`config.mk`:
```
export PLATFORM = sky130hd
export DESIGN_NAME = slot_vfu_request_queue
export DESIGN_NICKNAME = d
export VERILOG_FILES = /design/src/rtl/slot_vfu_request_queue.sv
export SDC_FILE = /design/constraint.sdc
export NUM_CORES = 1
export LEC_CHECK = 0
export BUFFER_PORTS_ARGS = -buffer_cell sky130_fd_sc_hd__buf_4
export CORE_MARGIN = 2
export CORE_UTILIZATION = 44
export DETAILED_ROUTE_END_ITERATION = 7
export GPL_ROUTABILITY_DRIVEN = 0
export GPL_TIMING_DRIVEN = 1
export PLACE_DENSITY = 0.68
export REMOVE_ABC_BUFFERS = 1
export SLEW_MARGIN = 20
export SYNTH_ARGS = -nofsm -noshare
export SYNTH_HDL_FRONTEND = slang
export SYNTH_SLANG_ARGS = --single-unit
```
`constraint.sdc`:
```
create_clock -name clock -period 9.3 [get_ports clock]
set_input_delay 0.465 -clock clock [delete_from_list [all_inputs] [get_ports clock]]
set_output_delay 0.465 -clock clock [all_outputs]
set_load 0.01 [all_outputs]
```
`src/rtl/slot_vfu_request_queue.sv`:
```
// In-order request queue between the slot-request arbiter and the VFU, with a per-tag busy bitmap.
// Optional zero-latency bypass for an empty queue when SLOT_VFU_QUEUE_BYPASS_EN is defined.
module slot_vfu_request_queue #(
    parameter int unsigned DEPTH = 4,
    parameter int unsigned TAG_W = 2,
    parameter int unsigned REQ_W = 86
) (
    input  logic                     clock,
    input  logic                     reset,
    input  logic                     in_valid,
    output logic                     in_ready,
    input  logic [REQ_W-1:0]         in_bits,
    output logic                     out_valid,
    input  logic                     out_ready,
    output logic [REQ_W-1:0]         out_bits,
    input  logic                     resp_valid,
    input  logic [TAG_W-1:0]         resp_tag,
    input  logic                     flush,
    output logic [(1<<TAG_W)-1:0]    busy,
    output logic [$clog2(DEPTH):0]   count,
    output logic                     resp_err
);

    localparam int unsigned AW = $clog2(DEPTH);
    localparam int unsigned NT = 1 << TAG_W;
    localparam logic [AW:0] DepthCnt = (AW+1)'(DEPTH);
    localparam logic [AW:0] PtrOne   = (AW+1)'(1);

    logic [REQ_W-1:0] mem_q [DEPTH];
    logic [AW:0]      wr_ptr_q, wr_ptr_d;
    logic [AW:0]      rd_ptr_q, rd_ptr_d;
    logic [AW:0]      count_q, count_d;
    logic [NT-1:0]    busy_q, busy_d;
    logic             resp_err_q, resp_err_d;

    logic [REQ_W-1:0] head;
    logic [TAG_W-1:0] head_tag;
    logic [TAG_W-1:0] issue_tag;
    logic             empty;
    logic             full;
    logic             head_valid;
    logic             enq;
    logic             deq;
    logic             issue;

    assign head     = mem_q[rd_ptr_q[AW-1:0]];
    assign head_tag = head[TAG_W-1:0];
    assign empty    = (count_q == '0);
    assign full     = (count_q == DepthCnt);

    assign in_ready   = !full && !flush;
    // A busy head tag stalls the whole queue; younger entries never overtake it.
    assign head_valid = !empty && !busy_q[head_tag] && !flush;

`ifdef SLOT_VFU_QUEUE_BYPASS_EN
    logic [TAG_W-1:0] in_tag;
    logic             bypass;

    assign in_tag    = in_bits[TAG_W-1:0];
    assign bypass    = empty && in_valid && !flush && !busy_q[in_tag];
    assign out_valid = head_valid || bypass;
    assign out_bits  = bypass ? in_bits : head;
    // A bypassed request that issues immediately never touches the FIFO.
    assign enq       = in_valid && in_ready && !(bypass && out_ready);
    assign issue_tag = bypass ? in_tag : head_tag;
`else
    assign out_valid = head_valid;
    assign out_bits  = head;
    assign enq       = in_valid && in_ready;
    assign issue_tag = head_tag;
`endif

    assign deq   = head_valid && out_ready;
    assign issue = out_valid && out_ready;

    always_comb begin
        wr_ptr_d = wr_ptr_q;
        rd_ptr_d = rd_ptr_q;
        count_d  = count_q;
        if (flush) begin
            wr_ptr_d = '0;
            rd_ptr_d = '0;
            count_d  = '0;
        end else begin
            if (enq) begin
                wr_ptr_d = wr_ptr_q + PtrOne;
            end
            if (deq) begin
                rd_ptr_d = rd_ptr_q + PtrOne;
            end
            unique case ({enq, deq})
                2'b10:   count_d = count_q + PtrOne;
                2'b01:   count_d = count_q - PtrOne;
                default: count_d = count_q;
            endcase
        end
    end

    always_comb begin
        busy_d     = busy_q;
        resp_err_d = resp_err_q;
        if (resp_valid) begin
            busy_d[resp_tag] = 1'b0;
            if (!busy_q[resp_tag]) begin
                resp_err_d = 1'b1;
            end
        end
        // Issue only happens for a non-busy tag, so set after clear is safe.
        if (issue) begin
            busy_d[issue_tag] = 1'b1;
        end
    end

    always_ff @(posedge clock or negedge reset) begin
        if (!reset) begin
            wr_ptr_q   <= '0;
            rd_ptr_q   <= '0;
            count_q    <= '0;
            busy_q     <= '0;
            resp_err_q <= 1'b0;
        end else begin
            wr_ptr_q   <= wr_ptr_d;
            rd_ptr_q   <= rd_ptr_d;
            count_q    <= count_d;
            busy_q     <= busy_d;
            resp_err_q <= resp_err_d;
        end
    end

    // Payload storage needs no reset; occupancy is tracked by the pointers.
    always_ff @(posedge clock) begin
        if (enq) begin
            mem_q[wr_ptr_q[AW-1:0]] <= in_bits;
        end
    end

    assign busy     = busy_q;
    assign count    = count_q;
    assign resp_err = resp_err_q;

endmodule
```
# Word level (Yosys, flattened, before mapping)
# Memories as Yosys holds them, arrays and structs flattened.
# Index checks and enable logic that the tools add are counted.
# classes
addsub	4
magnitude_cmp	4
eq_ne	3
muxes	18
n_bitwise	4
n_reduce_logical	16
# ops
operator	count
$mux W3	5
$add A3 B1 Y3 const B	3
$mux W4	2
$logic_and A1 B1 Y1	7
$lt A2 B3 Y1 const B	2
$mux W1	6
$pmux W3 S2	1
$and A4 B4 Y4	1
$bmux W1 S2	2
$demux W1 S2	2
$ge A2 B1 Y1 const B	2
$logic_not A1 Y1	4
$not A4 Y4	1
$or A4 B4 Y4	1
$reduce_bool A2 Y1	2
$eq A3 B3 Y1 const B	1
$logic_not A3 Y1	1
$reduce_bool A3 Y1	1
$sub A3 B1 Y3 const B	1
$eq A2 B1 Y1 const B	1
$eq A2 B2 Y1 const B	1
$reduce_and A2 Y1	1
$not A1 Y1	1
# totals
ff_bits	14
mem_bits_rw	344
in_bits	94
output_inout_bits	96
wordCells	55
mem_count	1
# memory_table
memory	words	width	rd	rd_ports_with_merged_regs	wr	line_no	text
mem_q	4	86	1	0	1	29	logic [REQ_W-1:0] mem_q [DEPTH];

# Longest topological paths before layout
# An unclocked memory read counts as a cell.
# logic_depth
ltp_word	10
depth_mapped	10
ltp_nobuf	9

# Worst setup path after synthesis
# No wires, ideal clock.
# synth_timing
kind	input to register
from	input port flush
to	memory mem_q[1][0] (enable)
setup_ns	0.455
t_arrival_ns	3.165
required_ns	8.845
slack_ns	5.680
cell_stages	3
path_buffers	1
path_cell_list	clkbuf_1 -> a21oi_1 -> and3_1
# synth_between
elab_chain_len	5
# synth_lines
element	line_no	text
start, declared	18	input logic flush,
$logic_not A1 Y1	51	assign in_ready = !full && !flush;
$logic_and A1 B1 Y1	51	
net in_ready	11	output logic in_ready,
$logic_and A1 B1 Y1	69	assign enq = in_valid && in_ready;
$mux W1	132	if (enq) begin
$mux W1 (not written as such)	133	mem_q[wr_ptr_q[AW-1:0]] <= in_bits;
end, declared	29	
# The timed path passes the listed nets, and every way through them passes these cells.

# Final worst setup path
# layout_timing
from	register rd_ptr_q[1]
to	output port out_valid
# layout_between
elab_chain_len	6
# layout_lines
element	line_no	text
start, declared	31	logic [AW:0] rd_ptr_q, rd_ptr_d;
start signal, assigned	123	rd_ptr_q <= rd_ptr_d;
$mem_v2 Z4 W86	n/a	
$bmux W1 S2	53	assign head_valid = !empty && !busy_q[head_tag] && !flush;
$mux W1 (not written as such)	53	
$logic_not A1 Y1	53	
$logic_and A1 B1 Y1 (2 in series)	53	
end, declared	13	output logic out_valid,
# No other way between the ends. The select of a mux whose other input is x is not followed.

==> flow_summary.toml <==
[floorplanning]
chipWidth_um = 177
io_pins = 190
num_rows = 63
start_util = 0.446
core_area_um2 = 29600
die_h_um = 177
dieArea_um2 = 31300

[placement]
portBuffers = 189
dp_hpwl_mm = 15.0
placed_cell_area_um2 = 15100

[timing]
skew_ns = 0.0229
holdWs_ns = 0.151
tightest_slew_ns = 0.780
setup_violations = 0
setup_tns_ns = 0
slew_viol_final = 0
slew-limit-headroom = 0.480
rsz0062_at_grt = "false"
fmax_ghz = 0.260
finalHoldViolCount = 0
period_minus_slack_ns = 3.84
min_period_over_period = 0.413

[power]
power_switching_mw = 1.05
ir_drop_uv = 199
p_comb_frac = 0.210
seqPwrFrac = 0.464
switching_share = 0.247
power.leakage_nw = 5.47
internal_power_mw = 3.19
p_per_area_nw_per_um2 = 261
clkPwrFrac = 0.326

[min_path]
hold_class = "input port to register"

[cells_and_area]
diodes = 0
drive_gt1_frac = 0.448
post-route-util = 0.549
syn_to_final_growth_pct = 23.2
fin_area_um2 = 16200
nets = 843

[drt]
vias_per_cell = 5.23
drc_errors = 0
wl_per_cell_um = 21.2
ant_nets = 0
dr_total_vias = 6082
drt_pass1_iterations = 5
routed_wirelength_mm = 24.7
drtIter0Drc = 415

[clock_network]
cts_max_path_buffers = 3
cts_sinks = 356
clk_latency_ns = 0.51
clk_pin_slew_ns = 0.06
cts_tree = "yes"
cts_resized = 0
htree_levels = 2
cts_setup_buffers = 0
numCtsBuffers = 37
clockRootBuffer = "clkbuf_16"

[synthesis]
synth.avg_cell_area_um2 = 24.9
synth_area_um2 = 13200
ys_dominant_reg_cell = "edfxtp_1"
synth_seq_cells = 356
synth_edf_count = 344
ys_seq_area_frac = 0.807
async_reset_ff_frac = 0.0337
synthCells = 530
synth_cell_type_count = 32
ys_warn_count = 0

[global_route]
grt_start_max_net_pins = 51
first_global_vias = 6634
grt_usage = 0.160
antenna_found_initial = 1
grt_pass1_wl_mm = 37.6
grt.overflow.total = 0

[setup_path]
crit_required_ns = 8.84
start_kind = "register"
crit_fanout = 47
path_class = "register to output pin"
critPathCaptureType = "output pin"
crit_arrival_ns = 3.38

[flow_run]
maxCapViolations = 0

[outcome]
status = "complete, no violations"
sequential cells by signal, summed over array words and instances, names as in the netlist:
name	cells
resp_err	1
mem_q	344
wr_ptr_q	2
busy	4
rd_ptr_q	2
count	3
cell families after synthesis:
| family | count (synthesis) | synth area share |
|---|---|---|
| AND/OR/NAND/NOR | 33 | 0.0130 |
| AO/OA/AOI/OAI | 13 | 0.00807 |
| XOR/XNOR | 2 | 0.00275 |
| multiplexers | 95 | 0.156 |
| adder cells (fa/ha/maj) | 5 | 0.00532 |
| flip-flops | 356 | 0.807 |
| buffers and inverters | 26 | 0.00826 |
per-stage QoR:
step / setup WS, ns / total power, mW / std cells
2_1_floorplan: 3.53 / 2.53 / 508
3_3_place_gp: 5.58 / 2.89 / 1094
3_5_place_dp: 5.49 / 2.91 / 1094
6_report: 5.46 / 4.24 / 1162
4_1_cts: 5.41 / 4.30 / 1162
5_1_grt: 5.30 / 4.42 / 1162
cell usage in the layout, fill, tap and decap left out, types with 5 or more instances in the layout:
master,n
clkinv_2,7
mux4_2,87
mux2i_1,5
edfxtp_1,344
clkbuf_16,39
dfrtp_1,10
buf_4,196
clkbuf_1,10
nor2_1,11
clkinv_1,6
critical path: stages (launching register included):
cell and delay (ns):
dfrtp_4 0.85, buf_4 0.68, mux4_2 0.49, mux2i_1 0.15
mux2_4 0.29, and3_1 0.21, buf_4 0.15
synthesized netlist by cell type (2+ instances only):
library cell	n	area share
nand3_1	2	0.00076
and3_1	6	0.0028
a22o_1	2	0.0013
inv_1	4	0.0011
nor3_1	2	0.00076
clkbuf_1	14	0.0040
nand2_1	4	0.0011
nand2b_1	3	0.0014
o31ai_1	3	0.0017
mux2_4	2	0.0023
o21ai_0	4	0.0015
buf_2	3	0.0011
edfxtp_1	344	0.78
nor2_1	11	0.0031
buf_1	4	0.0011
ha_1	4	0.0038
mux4_2	87	0.15
dfrtp_1	12	0.023
nand3b_1	2	0.0011
mux2i_1	5	0.0038
worst paths after layout:
kind | cells after the start | start | to | slack, ns
max | 6 | rd_ptr_q[1]$_DFFE_PN0P_ | out_valid | 5.46
min | 1 | in_bits[58] | mem_q[3][58]$_DFFE_PP_ | 0.15
max reg2reg | 10 | rd_ptr_q[1]$_DFFE_PN0P_ | count[2]$_DFFE_PN0P_ | 5.51
min reg2reg | 2 | resp_err$_DFFE_PN0P_ | resp_err$_DFFE_PN0P_ | 0.51
max in group asynchronous | 2 | reset | rd_ptr_q[1]$_DFFE_PN0P_ | 8.77
min in group asynchronous | 2 | reset | resp_err$_DFFE_PN0P_ | 0.35
routing by layer:
layer | GRT usage | share of wire | vias up
li1 | - | - | 2684
met1 | 0.210 | 0.40 | 3151
met2 | 0.272 | 0.51 | 208
met3 | 0.0361 | 0.074 | 37
met4 | 0.0396 | 0.017 | 2
met5 | 0 | 0.00053 | -
timing repair:
action	4_1_cts	5_1_grt
hold buffers	1	0
endpoints found under the setup margin	0	0
hold endpoints to repair	12	0
power by group through the flow:
stage | Combinational (mW) | Clock [mW] | Sequential (mW)
after floorplan | 0.484 | 0 | 2.04
after global placement | 0.896 | 0 | 1.99
after detailed placement | 0.908 | 0 | 2.00
after CTS | 0.912 | 1.41 | 1.97
after global routing | 0.958 | 1.48 | 1.98
final | 0.889 | 1.38 | 1.97
area by class of cell:
cell class	instances	area, um^2
flip-flops and latches	356	10600
clock buffers	49	1010
repair buffers	197	1480
well taps	390	488
clock inverters	18	141
inverters	4	15.0
multi-input cells	148	2450
fillers	2252	13300
Power figures use the tool's default switching activity.
